===== config.mk =====
export PLATFORM = sky130hd
export DESIGN_NAME = d_mem_ctrl
export DESIGN_NICKNAME = d
export VERILOG_FILES = /design/src/rtl/d_mem_ctrl_pkg.sv /design/src/rtl/d_mem_ctrl.sv
export SDC_FILE = /design/constraint.sdc
export NUM_CORES = 1
export LEC_CHECK = 0
export BUFFER_PORTS_ARGS = -buffer_cell sky130_fd_sc_hd__buf_2
export CORE_UTILIZATION = 50
export DETAILED_ROUTE_END_ITERATION = 10
export GPL_ROUTABILITY_DRIVEN = 1
export PLACE_DENSITY = 0.88
export SETUP_SLACK_MARGIN = 0.5
export SLEW_MARGIN = 25
export SYNTH_ARGS = -nofsm -noshare
export SYNTH_HDL_FRONTEND = slang
export SYNTH_SLANG_ARGS = --single-unit

===== constraint.sdc =====
create_clock -name clk -period 4.2 [get_ports clk]
set_input_delay 0.63 -clock clk [delete_from_list [all_inputs] [get_ports clk]]
set_output_delay 0.63 -clock clk [all_outputs]
set_load 0.05 [all_outputs]

===== src/rtl/d_mem_ctrl_pkg.sv =====
// ---------------------------------------------------------------------------
// d_mem_ctrl_pkg
// Purpose : types and widths shared between the load/store queue and the
//           data-memory controller.
// Contents: D_MEMORY_ADDR_WIDTH - byte address width of a memory request
//           REG_VAL_WIDTH       - data word width
//           memory_op_t         - operation carried by an LSQ memory request
// ---------------------------------------------------------------------------
package d_mem_ctrl_pkg;

  localparam int D_MEMORY_ADDR_WIDTH = 32;
  localparam int REG_VAL_WIDTH       = 32;

  typedef enum logic [1:0] {
    no_mem_op = 2'd0,
    mem_read  = 2'd1,
    mem_write = 2'd2
  } memory_op_t;

endpackage


===== src/rtl/d_mem_ctrl.sv =====
// ---------------------------------------------------------------------------
// d_mem_ctrl
// Purpose : data-memory controller, responder end of the LSQ memory-request
//           interface. One load/store in flight; drives a single-port
//           synchronous SRAM and adds EXTRA_LATENCY wait cycles before a
//           one-cycle done pulse (with read data for loads).
// Ports   : clk, reset                          clock, async active-high reset
//           lsq_req_valid/op/address/data  in   request from the LSQ
//           mem_ctrl_ready                 out  request can be accepted
//           mem_ctrl_done                  out  one-cycle completion pulse
//           mem_ctrl_data                  out  load data (held until next load)
//           mem_ctrl_err                   out  out-of-range address, with done
//           sram_ce/we/addr/wdata          out  SRAM access
//           sram_rdata                     in   SRAM read data (1-cycle latency)
// ---------------------------------------------------------------------------
module d_mem_ctrl
  import d_mem_ctrl_pkg::*;
#(
  parameter int ADDR_W        = D_MEMORY_ADDR_WIDTH,
  parameter int DATA_W        = REG_VAL_WIDTH,
  parameter int DEPTH_LOG2    = 10,
  parameter int EXTRA_LATENCY = 2
) (
  input  logic                  clk,
  input  logic                  reset,
  input  logic                  lsq_req_valid,
  input  memory_op_t            lsq_req_op,
  input  logic [ADDR_W-1:0]     lsq_req_address,
  input  logic [DATA_W-1:0]     lsq_req_data,
  output logic                  mem_ctrl_ready,
  output logic                  mem_ctrl_done,
  output logic [DATA_W-1:0]     mem_ctrl_data,
  output logic                  mem_ctrl_err,
  output logic                  sram_ce,
  output logic                  sram_we,
  output logic [DEPTH_LOG2-1:0] sram_addr,
  output logic [DATA_W-1:0]     sram_wdata,
  input  logic [DATA_W-1:0]     sram_rdata
);

  typedef enum logic [1:0] {
    IDLE    = 2'd0,
    ACCESS  = 2'd1,
    WAIT    = 2'd2,
    RESPOND = 2'd3
  } mem_ctrl_state_t;

  // The counter keeps at least one bit so EXTRA_LATENCY=0 still elaborates.
  localparam int CNT_W      = (EXTRA_LATENCY > 0) ? $clog2(EXTRA_LATENCY + 1) : 1;
  localparam int LAT_LAST_I = (EXTRA_LATENCY > 0) ? EXTRA_LATENCY - 1 : 0;

  mem_ctrl_state_t       r_state;
  logic [CNT_W-1:0]      r_lat_cnt;
  memory_op_t            r_op;
  logic                  r_oob;
  logic                  r_rd_slot;
  logic [DATA_W-1:0]     r_rdata_q;
  logic                  r_ready;
  logic                  r_done;
  logic                  r_err;
  logic [DATA_W-1:0]     r_data;
  logic                  r_sram_ce;
  logic                  r_sram_we;
  logic [DEPTH_LOG2-1:0] r_sram_addr;
  logic [DATA_W-1:0]     r_sram_wdata;

  logic                  w_accept;
  logic                  w_req_oob;
  logic [DATA_W-1:0]     w_load_data;
  logic [DATA_W-1:0]     w_resp_data;

  assign w_accept  = lsq_req_valid & r_ready & (lsq_req_op != no_mem_op);

  // Any address bit above the word index makes the access out of range.
  assign w_req_oob = (lsq_req_address >> (DEPTH_LOG2 + 2)) != '0;

  // Out-of-range loads never touched the SRAM and must return zero.
  assign w_load_data = r_oob ? '0 : sram_rdata;

  // With no wait cycles the SRAM data arrives in the RESPOND cycle itself,
  // so it bypasses rdata_q.
  assign w_resp_data = r_rd_slot ? w_load_data : r_rdata_q;

  // Controller FSM with registered outputs. Ready is registered from
  // "IDLE and not accepting", so it drops in the cycle after an accept and
  // rises one cycle after the FSM returns to IDLE.
  always_ff @(posedge clk or posedge reset) begin
    if (reset) begin
      r_state      <= IDLE;
      r_lat_cnt    <= '0;
      r_op         <= no_mem_op;
      r_oob        <= 1'b0;
      r_rd_slot    <= 1'b0;
      r_rdata_q    <= '0;
      r_ready      <= 1'b0;
      r_done       <= 1'b0;
      r_err        <= 1'b0;
      r_data       <= '0;
      r_sram_ce    <= 1'b0;
      r_sram_we    <= 1'b0;
      r_sram_addr  <= '0;
      r_sram_wdata <= '0;
    end else begin
      r_ready   <= 1'b0;
      r_done    <= 1'b0;
      r_err     <= 1'b0;
      r_sram_ce <= 1'b0;
      r_sram_we <= 1'b0;
      r_rd_slot <= (r_state == ACCESS);

      if (r_rd_slot && (r_op == mem_read)) begin
        r_rdata_q <= w_load_data;
      end

      case (r_state)
        IDLE: begin
          r_ready <= ~w_accept;
          if (w_accept) begin
            r_state      <= ACCESS;
            r_op         <= lsq_req_op;
            r_oob        <= w_req_oob;
            r_sram_ce    <= ~w_req_oob;
            r_sram_we    <= ~w_req_oob & (lsq_req_op == mem_write);
            r_sram_addr  <= lsq_req_address[DEPTH_LOG2+1:2];
            r_sram_wdata <= lsq_req_data;
          end
        end
        ACCESS: begin
          if (EXTRA_LATENCY > 0) begin
            r_state   <= WAIT;
            r_lat_cnt <= '0;
          end else begin
            r_state <= RESPOND;
          end
        end
        WAIT: begin
          if (r_lat_cnt == CNT_W'(LAT_LAST_I)) begin
            r_state <= RESPOND;
          end else begin
            r_lat_cnt <= r_lat_cnt + CNT_W'(1);
          end
        end
        RESPOND: begin
          r_state <= IDLE;
          r_done  <= 1'b1;
          r_err   <= r_oob;
          if (r_op == mem_read) begin
            r_data <= w_resp_data;
          end
        end
        default: r_state <= IDLE;
      endcase
    end
  end

  assign mem_ctrl_ready = r_ready;
  assign mem_ctrl_done  = r_done;
  assign mem_ctrl_data  = r_data;
  assign mem_ctrl_err   = r_err;
  assign sram_ce        = r_sram_ce;
  assign sram_we        = r_sram_we;
  assign sram_addr      = r_sram_addr;
  assign sram_wdata     = r_sram_wdata;

endmodule


======== Word-level counts from Yosys, hierarchy flattened ========
Index checks and enable logic that the tools add are counted.
operators by class
  add/sub/neg operators ................... 1
  equality and inequality tests ........... 9
  muxes and demuxes ....................... 14
  bitwise gates (word level) .............. 5
  reductions and logical operators ........ 9
operators with widths
  kind                 count
  $mux 32              2
  $reduce_bool 32->1   1
  $pmux 2 s4           1
  $reduce_and 2->1     4
  $mux 1               7
  $eq 2x1->1 const B   3
  $eq 2x2->1 const B   3
  $mux 2               3
  $ne 2x2->1 const B   3
  $pmux 2 s2           1
  $reduce_bool 2->1    2
  $and 1x1->1          3
  $add 2x1->2 const B  1
  $logic_not 2->1      1
  $not 1->1            2
  $logic_and 1x1->1    1
storage, ports and cells
  bits in registers ....................... 119
  bits of input ports ..................... 101
  word-level logic and storage cells ...... 52

======== Depth between registers and ports, before layout ========
  word-level depth ........................ 5
  mapped depth ............................ 5

======== Least setup slack after synthesis ========
No wires, ideal clock.
  kind .................................... register to register
  start ................................... register r_ready, in the netlist mem_ctrl_ready
  end ..................................... register r_op[0]
  data arrival time ....................... 1.502 ns
  slack ................................... 2.573 ns
  stages on the path, launching flop included .. 4
  buffers on the path ..................... 1
  period minus slack after synthesis ...... 1.627 ns
  path through ............................ dfrtp_1 o2111ai_4 buf_6 mux2_4
on the way
  longest elaborated chain between the ends .. 3
RTL lines
  element                     line               RTL
  start: declaration          d_mem_ctrl.sv:58   logic r_ready;
  start signal: assignment    d_mem_ctrl.sv:117  r_ready <= ~w_accept;
  $and 1x1->1 (2 in series)   d_mem_ctrl.sv:72   assign w_accept = lsq_req_valid & r_ready & (lsq_req_op != no_mem_op);
  $reduce_and 2->1 (no line)  n/a
  end signal: assignment      d_mem_ctrl.sv:91   r_op <= no_mem_op;
  end signal: assignment      d_mem_ctrl.sv:120  r_op <= lsq_req_op;
  end: declaration            d_mem_ctrl.sv:54   memory_op_t r_op;
Every way passes these cells.
A chain may end at the register's enable or synchronous reset.

======== Final worst setup path ========
  start ................................... register r_state[1]
  end ..................................... register r_sram_we, in the netlist sram_we
on the way
  longest elaborated chain between the ends .. 2
RTL lines
  element                   line               RTL
  start: declaration        d_mem_ctrl.sv:52   mem_ctrl_state_t r_state;
  start signal: assignment  d_mem_ctrl.sv:89   r_state <= IDLE;
  start signal: assignment  d_mem_ctrl.sv:119  r_state <= ACCESS;
  start signal: assignment  d_mem_ctrl.sv:130  r_state <= WAIT;
  $logic_not 2->1           d_mem_ctrl.sv:115  case (r_state)
  $mux 1                    d_mem_ctrl.sv:115
  end signal: assignment    d_mem_ctrl.sv:123  r_sram_we <= ~w_req_oob & (lsq_req_op == mem_write);
  end: declaration          d_mem_ctrl.sv:63   logic r_sram_we;
Every way passes these cells.

==> flow_summary.ini <==
[clock_tree]
clock_tree_from_tritoncts = built
postCtsResizedCells = 0
insertion_delay_ns = 0.51
clock_tree.buffer_depth = 2
clock_pin_slew_on_the_worst_setup_and_hold_paths_ns = 0.05
post_cts_buffers = 0
cts-buffers-inserted = 17
cts_sink_cnt = 119
ctsHtreeMaxLevel = 4
cts-root-buf = sky130_fd_sc_hd__clkbuf_8
count_of_hold_buffers_inserted_by_post_cts_repair = 0

[floorplan]
core_um2 = 9950
design.portCount = 180
die_height_um = 104
initial_core_util = 0.523
die_area_um2 = 10800
die_w_um = 104
placement_rows = 36

[timing]
setup_viol = 0
final_period_minus_worst_setup_slack_ns = 2.28
final_worst_setup_slack_ns = 1.92
final_hold_violations = 0
finalMaxSlewViolations = 0
rsz0062_at_grt = false
finalHoldWorstSlack_ns = 0.292
tightest_slew_ns = 0.962
fmax_mhz = 439
total_negative_slack_for_setup_checks_ns = 0
layout_worst_path_cycle_share = 0.542
setup_skew_after_layout_ns = 0.00977
max-slew-margin-rel = 0.358

[pwr]
power-per-cell-area_nw_per_um2 = 866
power.clock.fraction = 0.233
highest_ir_drop_seen_on_vdd_v = 0.000604
total_leakage_power_nw = 3.56
power_frac_seq = 0.324
power_mw = 5.86
pwr-share-comb = 0.443
internal_power_mw = 3.34
p_switching_mw = 2.52
swShare = 0.429

[routing]
route.detailed.vias_per_inst = 5.11
router_iterations_before_antenna_repair = 4
via_count = 3600
mean_routed_wirelength_per_cell_um = 17.0
dr.first_iter.drc_count = 142
route.detailed.drc = 0
postRouteWirelength_um = 12000
route.antenna.remaining_nets = 0

[synth]
synth-seq-cells = 119
synth.yosys.seq_area_share = 0.572
synth_area_um2 = 5210
yosys_warns = 0
postSynthCellCount = 380
average_size_of_a_mapped_cell_um2 = 13.7
postSynthNetCount = 486
netlist-cell-type-count = 29

[final_layout]
register_area_um2 = 2980
layout.cells.most_common = sky130_fd_sc_hd__buf_2
layout.filler_cells = 723
design.final.nets = 666
instances_no_fill = 704
final_layout_size_suffix_gt1_frac = 0.516
flow.area_growth_from_synthesis_pct = 30.0
multi_input_area_um2 = 2090
mostFrequentLayoutCells = sky130_fd_sc_hd__buf_2, sky130_fd_sc_hd__dfrtp_1, sky130_fd_sc_hd__mux2_4

[grt]
grt_start_max_net_pins = 120
grt.total_usage = 0.238
number_of_global_route_vias_before_repair = 3874
global_route_wire_length_before_repair_um = 19700
global_route.overflow_total = 0
grt_antenna_before_repair = 1

[placed_design]
gp_congestion = 0.800
detailedPlacementHpwl_um = 8020
port_buffers = 177
detailedPlace.worstSlack_ns = 1.83
post-place-cells = 674

[worst_setup_path]
r2r_startpoint = r_state[1]
crit_required_ns = 4.60
origin_of_the_worst_setup_path = r_state[1]
critPathArrivalTime_ns = 2.67
worstSetupPathType = reg -> reg
worstSetupEndpointType = register
critPathLaunchType = register
cp_max_fo = 26

[worst_hold_path]
holdCritPathClass = in -> async

[outcome]
run_status = finished, final reports clean

[job]
max_cap_violations = 0
==> Yosys cell counts <==
cell type,n,area share
sky130_fd_sc_hd__dfrtp_1,119,0.57
sky130_fd_sc_hd__mux2_4,39,0.11
sky130_fd_sc_hd__mux2_2,38,0.082
sky130_fd_sc_hd__o21ai_0,34,0.033
sky130_fd_sc_hd__nand2_1,33,0.024
sky130_fd_sc_hd__mux2i_1,32,0.062
sky130_fd_sc_hd__nor2b_1,25,0.030
sky130_fd_sc_hd__clkbuf_1,9,0.0065
sky130_fd_sc_hd__and2b_1,7,0.010
sky130_fd_sc_hd__buf_2,7,0.0067
sky130_fd_sc_hd__inv_1,6,0.0043
sky130_fd_sc_hd__ha_1,5,0.012
sky130_fd_sc_hd__nor4_1,5,0.0060
sky130_fd_sc_hd__buf_6,4,0.0087
sky130_fd_sc_hd__and2_1,2,0.0024
sky130_fd_sc_hd__nand2b_1,2,0.0024
sky130_fd_sc_hd__a21boi_0,1,0.0014
sky130_fd_sc_hd__a2bb2oi_1,1,0.0017
sky130_fd_sc_hd__nand3_1,1,0.00096
sky130_fd_sc_hd__nand3b_1,1,0.0014
sky130_fd_sc_hd__nand3b_2,1,0.0022
sky130_fd_sc_hd__nand3b_4,1,0.0038
sky130_fd_sc_hd__nor2_1,1,0.00072
sky130_fd_sc_hd__nor4b_2,1,0.0029
sky130_fd_sc_hd__o2111ai_4,1,0.0050
sky130_fd_sc_hd__o211ai_1,1,0.0014
sky130_fd_sc_hd__o22a_1,1,0.0017
sky130_fd_sc_hd__o22ai_1,1,0.0012
sky130_fd_sc_hd__xnor2_1,1,0.0017
==> path summary, 6_finish.rpt <==
| path | depth (start not counted) | slack (ns) | to |
|---|---|---|---|
| worst max-delay path | 6 | 1.92 | sram_we |
| worst min-delay path | 3 | 0.29 | mem_ctrl_data[26] |
| worst max register to register | 6 | 1.92 | sram_we |
| worst min register to register | 2 | 0.47 | mem_ctrl_data[29] |
| max in group asynchronous | 3 | 3.38 | r_oob |
| min in group clk | 2 | 0.35 | sram_wdata[26] |
==> cell families (layout without fill, tap and decap cells) <==
group | Yosys count | count (layout) | synth area share
compound gates | 40 | 40 | 0.0452
xor+xnor | 1 | 1 | 0.00168
fa+ha+maj | 5 | 5 | 0.0120
buf+inv | 26 | 216 | 0.0262
flops | 119 | 119 | 0.572
mux | 109 | 109 | 0.256
other cells | 0 | 1 | 0
simple gates | 80 | 80 | 0.0868
==> stage by stage <==
stage	util	instance area, um^2
6_report	0.680	6770
3_5_place_dp	0.623	6210
4_1_cts	0.679	6760
2_1_floorplan	-	5210
5_1_grt	0.680	6770
3_3_place_gp	0.623	6200
==> critical path: stages, from the launching register on <==
cell and delay, ns:
sky130_fd_sc_hd__dfrtp_1 0.42, sky130_fd_sc_hd__inv_1 0.10, sky130_fd_sc_hd__ha_1 0.25, sky130_fd_sc_hd__o2111ai_4 0.51
sky130_fd_sc_hd__buf_12 0.39, sky130_fd_sc_hd__nand3b_4 0.20, sky130_fd_sc_hd__nor4b_2 0.30
==> routing by layer <==
| layer | up-vias | track usage | wire (um) |
|---|---|---|---|
| li1 | 1673 | - | - |
| met4 | 0 | 0.104 | 326 |
| met3 | 22 | 0.0633 | 699 |
| met2 | 150 | 0.408 | 6090 |
| met1 | 1755 | 0.281 | 4870 |
| met5 | - | 0 | 0 |
==> flip-flops by register name (all words and copies together), names as in the netlist, 2 cells and up <==
signal,cells
sram_addr,10
mem_ctrl_data,32
r_op,2
r_rdata_q,32
r_state,2
r_lat_cnt,2
sram_wdata,32
==> final cells by class <==
class | count | share of cell area
diodes | 1 | 0.000370
clock buffers | 20 | 0.0673
clock inverters | 9 | 0.0152
inverters | 6 | 0.00388
multi-input cells | 235 | 0.309
flip-flops and latches | 119 | 0.440
well taps | 133 | 0.0246
repair buffers | 181 | 0.139
==> power groups by stage <==
stage,Sequential [mW],Clock [mW],Combinational (mW)
after floorplan,3.02,0,0.875
after global placement,1.87,0,2.54
after detailed placement,1.90,0,2.61
after CTS,1.90,1.39,2.62
after global routing,1.96,1.44,2.73
final,1.90,1.36,2.60
Note: power is estimated with default switching activity, not from simulation.
